==> config.mk <==
export PLATFORM = sky130hd
export DESIGN_NAME = regfile_clr
export DESIGN_NICKNAME = d
export VERILOG_FILES = /design/src/rtl/regfile_clr.sv
export SDC_FILE = /design/constraint.sdc
export NUM_CORES = 2
export LEC_CHECK = 0
export ABC_CLOCK_PERIOD_IN_PS = 2510
export CORE_UTILIZATION = 43
export DETAILED_ROUTE_END_ITERATION = 16
export GPL_TIMING_DRIVEN = 0
export SYNTH_ARGS = -nofsm -noshare
export SYNTH_HDL_FRONTEND = slang
export SYNTH_SLANG_ARGS = --single-unit
==> constraint.sdc <==
create_clock -name clk -period 2.51 [get_ports clk]
set_clock_uncertainty 0.2 [all_clocks]
set_input_delay 0.6275 -clock clk [delete_from_list [all_inputs] [get_ports clk]]
set_output_delay 0.6275 -clock clk [all_outputs]
set_load 0.005 [all_outputs]
==> src/rtl/regfile_clr.sv <==
// Parametrised register file: one decoded write port, two registered read ports,
// optional hardwired-zero register 0, optional write-to-read bypass and a bulk-clear sweep.
module regfile_clr #(
    parameter int ADDR_W   = 5,
    parameter int DATA_W   = 32,
    parameter int ZERO_REG = 1,
    parameter int BYPASS   = 1
) (
    input  logic              clk,
    input  logic              rst_n,
    input  logic              we,
    input  logic [ADDR_W-1:0] waddr,
    input  logic [DATA_W-1:0] wdata,
    output logic              wr_ready,
    input  logic [ADDR_W-1:0] raddr_a,
    input  logic [ADDR_W-1:0] raddr_b,
    output logic [DATA_W-1:0] rdata_a,
    output logic [DATA_W-1:0] rdata_b,
    input  logic              clr_start,
    output logic              busy,
    output logic              clr_done
);

    localparam int DEPTH = 2**ADDR_W;

    localparam logic [1:0] ST_IDLE  = 2'd0;
    localparam logic [1:0] ST_CLEAR = 2'd1;
    localparam logic [1:0] ST_DONE  = 2'd2;

    logic [1:0]        state_r;
    logic [1:0]        state_nxt_s;
    logic [ADDR_W-1:0] cnt_r;
    logic [DATA_W-1:0] mem_r [DEPTH];
    logic [DEPTH-1:0]  wen_s;
    logic [DEPTH-1:0]  clr_s;
    logic              wr_fire_s;
    logic [DATA_W-1:0] rd_a_s;
    logic [DATA_W-1:0] rd_b_s;
    logic [DATA_W-1:0] rdata_a_r;
    logic [DATA_W-1:0] rdata_b_r;

    assign wr_ready  = (state_r == ST_IDLE);
    assign wr_fire_s = we & wr_ready;
    assign busy      = (state_r == ST_CLEAR);
    assign clr_done  = (state_r == ST_DONE);
    assign rdata_a   = rdata_a_r;
    assign rdata_b   = rdata_b_r;

    // Next-state logic of the clear sequencer
    always_comb begin
        state_nxt_s = state_r;
        case (state_r)
            ST_IDLE: begin
                if (clr_start) begin
                    state_nxt_s = ST_CLEAR;
                end else begin
                    state_nxt_s = ST_IDLE;
                end
            end
            ST_CLEAR: begin
                if (cnt_r == {ADDR_W{1'b1}}) begin
                    state_nxt_s = ST_DONE;
                end else begin
                    state_nxt_s = ST_CLEAR;
                end
            end
            ST_DONE:  state_nxt_s = ST_IDLE;
            default:  state_nxt_s = ST_IDLE;
        endcase
    end

    // State register
    always_ff @(posedge clk or negedge rst_n) begin
        if (!rst_n) begin
            state_r <= ST_IDLE;
        end else begin
            state_r <= state_nxt_s;
        end
    end

    // Sweep pointer: held at zero outside CLEAR so every sweep starts at register 0
    always_ff @(posedge clk or negedge rst_n) begin
        if (!rst_n) begin
            cnt_r <= {ADDR_W{1'b0}};
        end else if (state_r == ST_CLEAR) begin
            cnt_r <= cnt_r + ADDR_W'(1);
        end else begin
            cnt_r <= {ADDR_W{1'b0}};
        end
    end

    // One-hot write and clear enables; register 0 never takes writes when hardwired
    always_comb begin
        wen_s = {DEPTH{1'b0}};
        clr_s = {DEPTH{1'b0}};
        for (int i = 0; i < DEPTH; i++) begin
            wen_s[i] = wr_fire_s && (waddr == ADDR_W'(i)) && ((ZERO_REG == 0) || (i != 0));
            clr_s[i] = (state_r == ST_CLEAR) && (cnt_r == ADDR_W'(i));
        end
    end

    // Storage array; clear and write never coincide since writes are only accepted in IDLE
    always_ff @(posedge clk or negedge rst_n) begin
        if (!rst_n) begin
            for (int i = 0; i < DEPTH; i++) begin
                mem_r[i] <= {DATA_W{1'b0}};
            end
        end else begin
            for (int i = 0; i < DEPTH; i++) begin
                if (clr_s[i]) begin
                    mem_r[i] <= {DATA_W{1'b0}};
                end else if (wen_s[i]) begin
                    mem_r[i] <= wdata;
                end else begin
                    mem_r[i] <= mem_r[i];
                end
            end
        end
    end

    // Read-port A select: zero register, then bypass, then array contents
    always_comb begin
        rd_a_s = mem_r[raddr_a];
        if ((ZERO_REG != 0) && (raddr_a == {ADDR_W{1'b0}})) begin
            rd_a_s = {DATA_W{1'b0}};
        end else if ((BYPASS != 0) && wr_fire_s && (raddr_a == waddr)) begin
            rd_a_s = wdata;
        end else begin
            rd_a_s = mem_r[raddr_a];
        end
    end

    // Read-port B select, same priority as port A
    always_comb begin
        rd_b_s = mem_r[raddr_b];
        if ((ZERO_REG != 0) && (raddr_b == {ADDR_W{1'b0}})) begin
            rd_b_s = {DATA_W{1'b0}};
        end else if ((BYPASS != 0) && wr_fire_s && (raddr_b == waddr)) begin
            rd_b_s = wdata;
        end else begin
            rd_b_s = mem_r[raddr_b];
        end
    end

    // Registered read data, one cycle latency
    always_ff @(posedge clk or negedge rst_n) begin
        if (!rst_n) begin
            rdata_a_r <= {DATA_W{1'b0}};
            rdata_b_r <= {DATA_W{1'b0}};
        end else begin
            rdata_a_r <= rd_a_s;
            rdata_b_r <= rd_b_s;
        end
    end

endmodule
==> impl_metrics.sql <==
INSERT INTO impl_metrics (metric_group, metric, value, unit) VALUES
('outcome', 'run_status', 'finished with violations', ''),
('outcome', 'failing_checks', 'hold timing, setup timing', ''),
('routing', 'first_pass_iters', '8', ''),
('cells_and_area', 'final_layout_size_suffix_gt1_share', '31.9', '%'),
('global_route', 'grt_use_total', '40.6', '%'),
('sta', 'setup_tns_final', '-3.63', 'ns'),
('critical_path', 'cp_data_arrival_time', '3.16', 'ns'),
('sta', 'fmax', '0.363', 'GHz'),
('critical_path', 'required', '2.91', 'ns'),
('floorplanning', 'placementRows', '129', ''),
('global_route', 'grt_start_max_net_pins', '168', ''),
('placed_design', 'detailed_place_hpwl', '184000', 'um'),
('logic_synthesis', 'post-synth-top-area-cell', 'dfrtp_1', ''),
('clock_network', 'htree_levels', '3', ''),
('critical_path', 'worstSetupStartpointType', 'input port', ''),
('logic_synthesis', 'yosysWarnings', '0', ''),
('routing', 'vias', '45296', ''),
('floorplanning', 'die_w', '356', 'um'),
('clock_network', 'cts_tree', 'yes', ''),
('clock_network', 'cts_inserted_buffers', '117', ''),
('logic_synthesis', 'synth_top_cell_area_share', '49.2', '%'),
('logic_synthesis', 'synth_nets', '4138', ''),
('routing', 'drt_iter0_drc', '6952', ''),
('power', 'finalPower', '49.5', 'mW'),
('power', 'peakVddDrop', '666', 'uV'),
('logic_synthesis', 'postSynthAreaPerCell', '13.2', 'um2'),
('global_route', 'number_of_antenna_violations_at_the_first_check_in_global_routing', '21', ''),
('sta', 'max_slew_headroom', '23.2', '%'),
('clock_network', 'clock_insertion_delay_at_the_later_pin_of_the_skew_report', '0.79', 'ns'),
('logic_synthesis', 'muxShareOfSynthArea', '20.9', '%'),
('logic_synthesis', 'ys_seq_area_share', '49.2', '%'),
('sta', 'final.setup.worst_slack', '-0.248', 'ns'),
('logic_synthesis', 'cell_area_after_synthesis', '54000', 'um2'),
('routing', 'vias_per_cell', '7.47', ''),
('logic_synthesis', 'synth_edf_count', '0', ''),
('sta', 'worst_hold_slack', '-0.461', 'ns'),
('logic_synthesis', 'ys.flop_type', 'dfrtp_1', ''),
('routing', 'route.antenna.remaining_nets', '0', ''),
('cells_and_area', 'syn2layout_area_growth', '18.0', '%'),
('logic_synthesis', 'synth_common_cells', 'dfrtp_1, a22o_1, mux4_2, clkbuf_1, buf_2', ''),
('logic_synthesis', 'synthesized_area_fraction_occupied_by_ao_oa_aoi_and_oai_cells', '21.1', '%'),
('sta', 'transition_time_at_the_pin_with_the_least_slew_margin', '1.15', 'ns'),
('routing', 'wl_cell', '42.8', 'um'),
('logic_synthesis', 'yosysUniqueCellTypes', '58', ''),
('logic_synthesis', 'yosys.area_share.adder', '0.139', '%'),
('global_route', 'grt_pass1_vias', '44270', ''),
('placed_design', 'port_buffers', '73', ''),
('logic_synthesis', 'async_flop_share', '100', '%'),
('logic_synthesis', 'synth.most_common_cell', 'dfrtp_1', ''),
('global_route', 'grt_first_pass_wirelength', '356000', 'um'),
('logic_synthesis', 'synth-simple-area-share', '4.16', '%'),
('floorplanning', 'boundaryPins', '118', ''),
('power', 'leakage', '28.1', 'nW'),
('run', 'timing.max_cap.violations', '0', ''),
('floorplanning', 'core_area', '124000', 'um2'),
('sta', 'finalSetupViolCount', '89', ''),
('critical_path', 'crit_fanout', '10', ''),
('floorplanning', 'floorplan.die_area', '127000', 'um2'),
('cells_and_area', 'finish.net_count', '4375', ''),
('cells_and_area', 'instances_no_fill', '6066', ''),
('clock_network', 'cts.sink_count', '1063', ''),
('logic_synthesis', 'area_share_of_xor_xnor_cells_in_the_synthesized_design', '0.195', '%'),
('sta', 'timing.final.crit_share', '110', '%'),
('global_route', 'overflow', '0', ''),
('floorplanning', 'dieHeight', '356', 'um'),
('sta', 'fin_crit', '2.76', 'ns'),
('placed_design', 'placement.setup.worst_slack', '-2.54', 'ns'),
('floorplanning', 'floorplan.initialDensity', '43.5', '%'),
('sta', 'finalHoldViolCount', '83', ''),
('clock_network', 'clkSlewWorstSetupHoldPaths', '0.06', 'ns'),
('placed_design', 'placed_cells', '5800', '');
==> report_power, final <==
group          internal (mW)  switching, mW  leakage, nW
registers               19.0           1.63         14.6
logic                   3.97           6.08         11.4
clock network           11.1           7.80         2.05
==> path summary, 6_finish.rpt <==
path | from | endpoint | slack [ns] | cells after the start
worst max-delay path | raddr_a[2] | rdata_a[31] | -0.25 | 7
worst min-delay path | rst_n | mem_r[281] | -0.46 | 1
worst max register to register | state_r[1] | rdata_a[12] | -0.15 | 6
worst min register to register | mem_r[365] | mem_r[365] | 0.32 | 1
max in group asynchronous | rst_n | state_r[0] | 0.39 | 4
min in group clk | wdata[0] | mem_r[896] | 0.06 | 2
==> flip-flops by register name, indices dropped and copies added (netlist names) <==
register and cells:
state_r 2, rdata_a 32, rdata_b 32, mem_r 992, cnt_r 5
==> what timing repair did <==
action | CTS | global route
resized for setup | 519 | 219
endpoints found under the setup margin | 1054 | 927
pin swaps | 22 | 25
cloned | 1 | 2
hold endpoints to repair | 83 | 83
setup buffers | 34 | 9
==> cell families (layout without fill, tap and decap cells) <==
kind of cell	count (synthesis)	in the layout
XOR/XNOR	12	12
flip-flops	1063	1063
AO/OA/AOI/OAI	1385	1385
multiplexers	604	604
adder cells (fa/ha/maj)	6	6
other	0	15
AND/OR/NAND/NOR	468	468
buffers and inverters	543	876
==> routing by layer <==
| layer | wire length [um] | vias to the layer above | GRT usage (%) |
|---|---|---|---|
| met4 | 22000 | 16 | 28.6 |
| met2 | 107000 | 3883 | 55.0 |
| met5 | 165 | - | 0 |
| met3 | 35100 | 865 | 15.6 |
| li1 | - | 16857 | - |
| met1 | 95800 | 23675 | 53.2 |
==> metrics by stage <==
step	instance area, um2	hold slack, ns	utilization, %
after floorplan	54100	0.132	-
after global placement	56800	0.294	45.8
after detailed placement	57100	0.297	46.0
after CTS	63000	-0.450	50.8
after global routing	63700	-0.420	51.3
final	63700	-0.461	51.4
==> placed cells by master (no fill, tap or decap), types with 21 or more instances in the layout <==
master,Yosys,routed
dfrtp_1,1063,1061
a22o_1,989,989
mux4_2,403,403
mux2_2,149,149
clkbuf_2,2,141
clkbuf_1,308,140
clkbuf_16,0,120
nand2_1,126,117
buf_4,14,83
buf_2,159,82
o22ai_1,87,82
nor2_1,131,80
clkdlybuf4s50_1,0,65
o21ai_0,61,51
buf_6,5,46
nor3_1,76,46
mux2i_1,52,46
a221oi_1,42,41
a22oi_1,54,40
clkbuf_4,0,39
clkbuf_8,0,37
nor2_4,0,33
buf_1,45,29
a21oi_2,0,27
nand3_1,30,25
clkinv_2,0,25
a21oi_1,55,22
nor3_2,0,21
a221o_1,22,21
==> final cells by class <==
type	count	area, um2
diodes	15	37.5
plain buffers	523	3080
clock buffers	164	3450
clock inverters	51	684
fillers	10611	60400
inverters	10	51.3
multi-input cells	2475	26400
flip-flops and latches	1063	26600
well taps	1637	2050
repair buffers	127	1430
repair inverters	1	8.76
==> critical path, cell delays in order <==
cell     delay (ns)
buf_4          0.21
buf_4          0.44
buf_4          0.50
mux4_2         0.37
a22oi_1        0.53
o311a_1        0.35
nor4_4         0.10
Power figures use the tool's default switching activity.
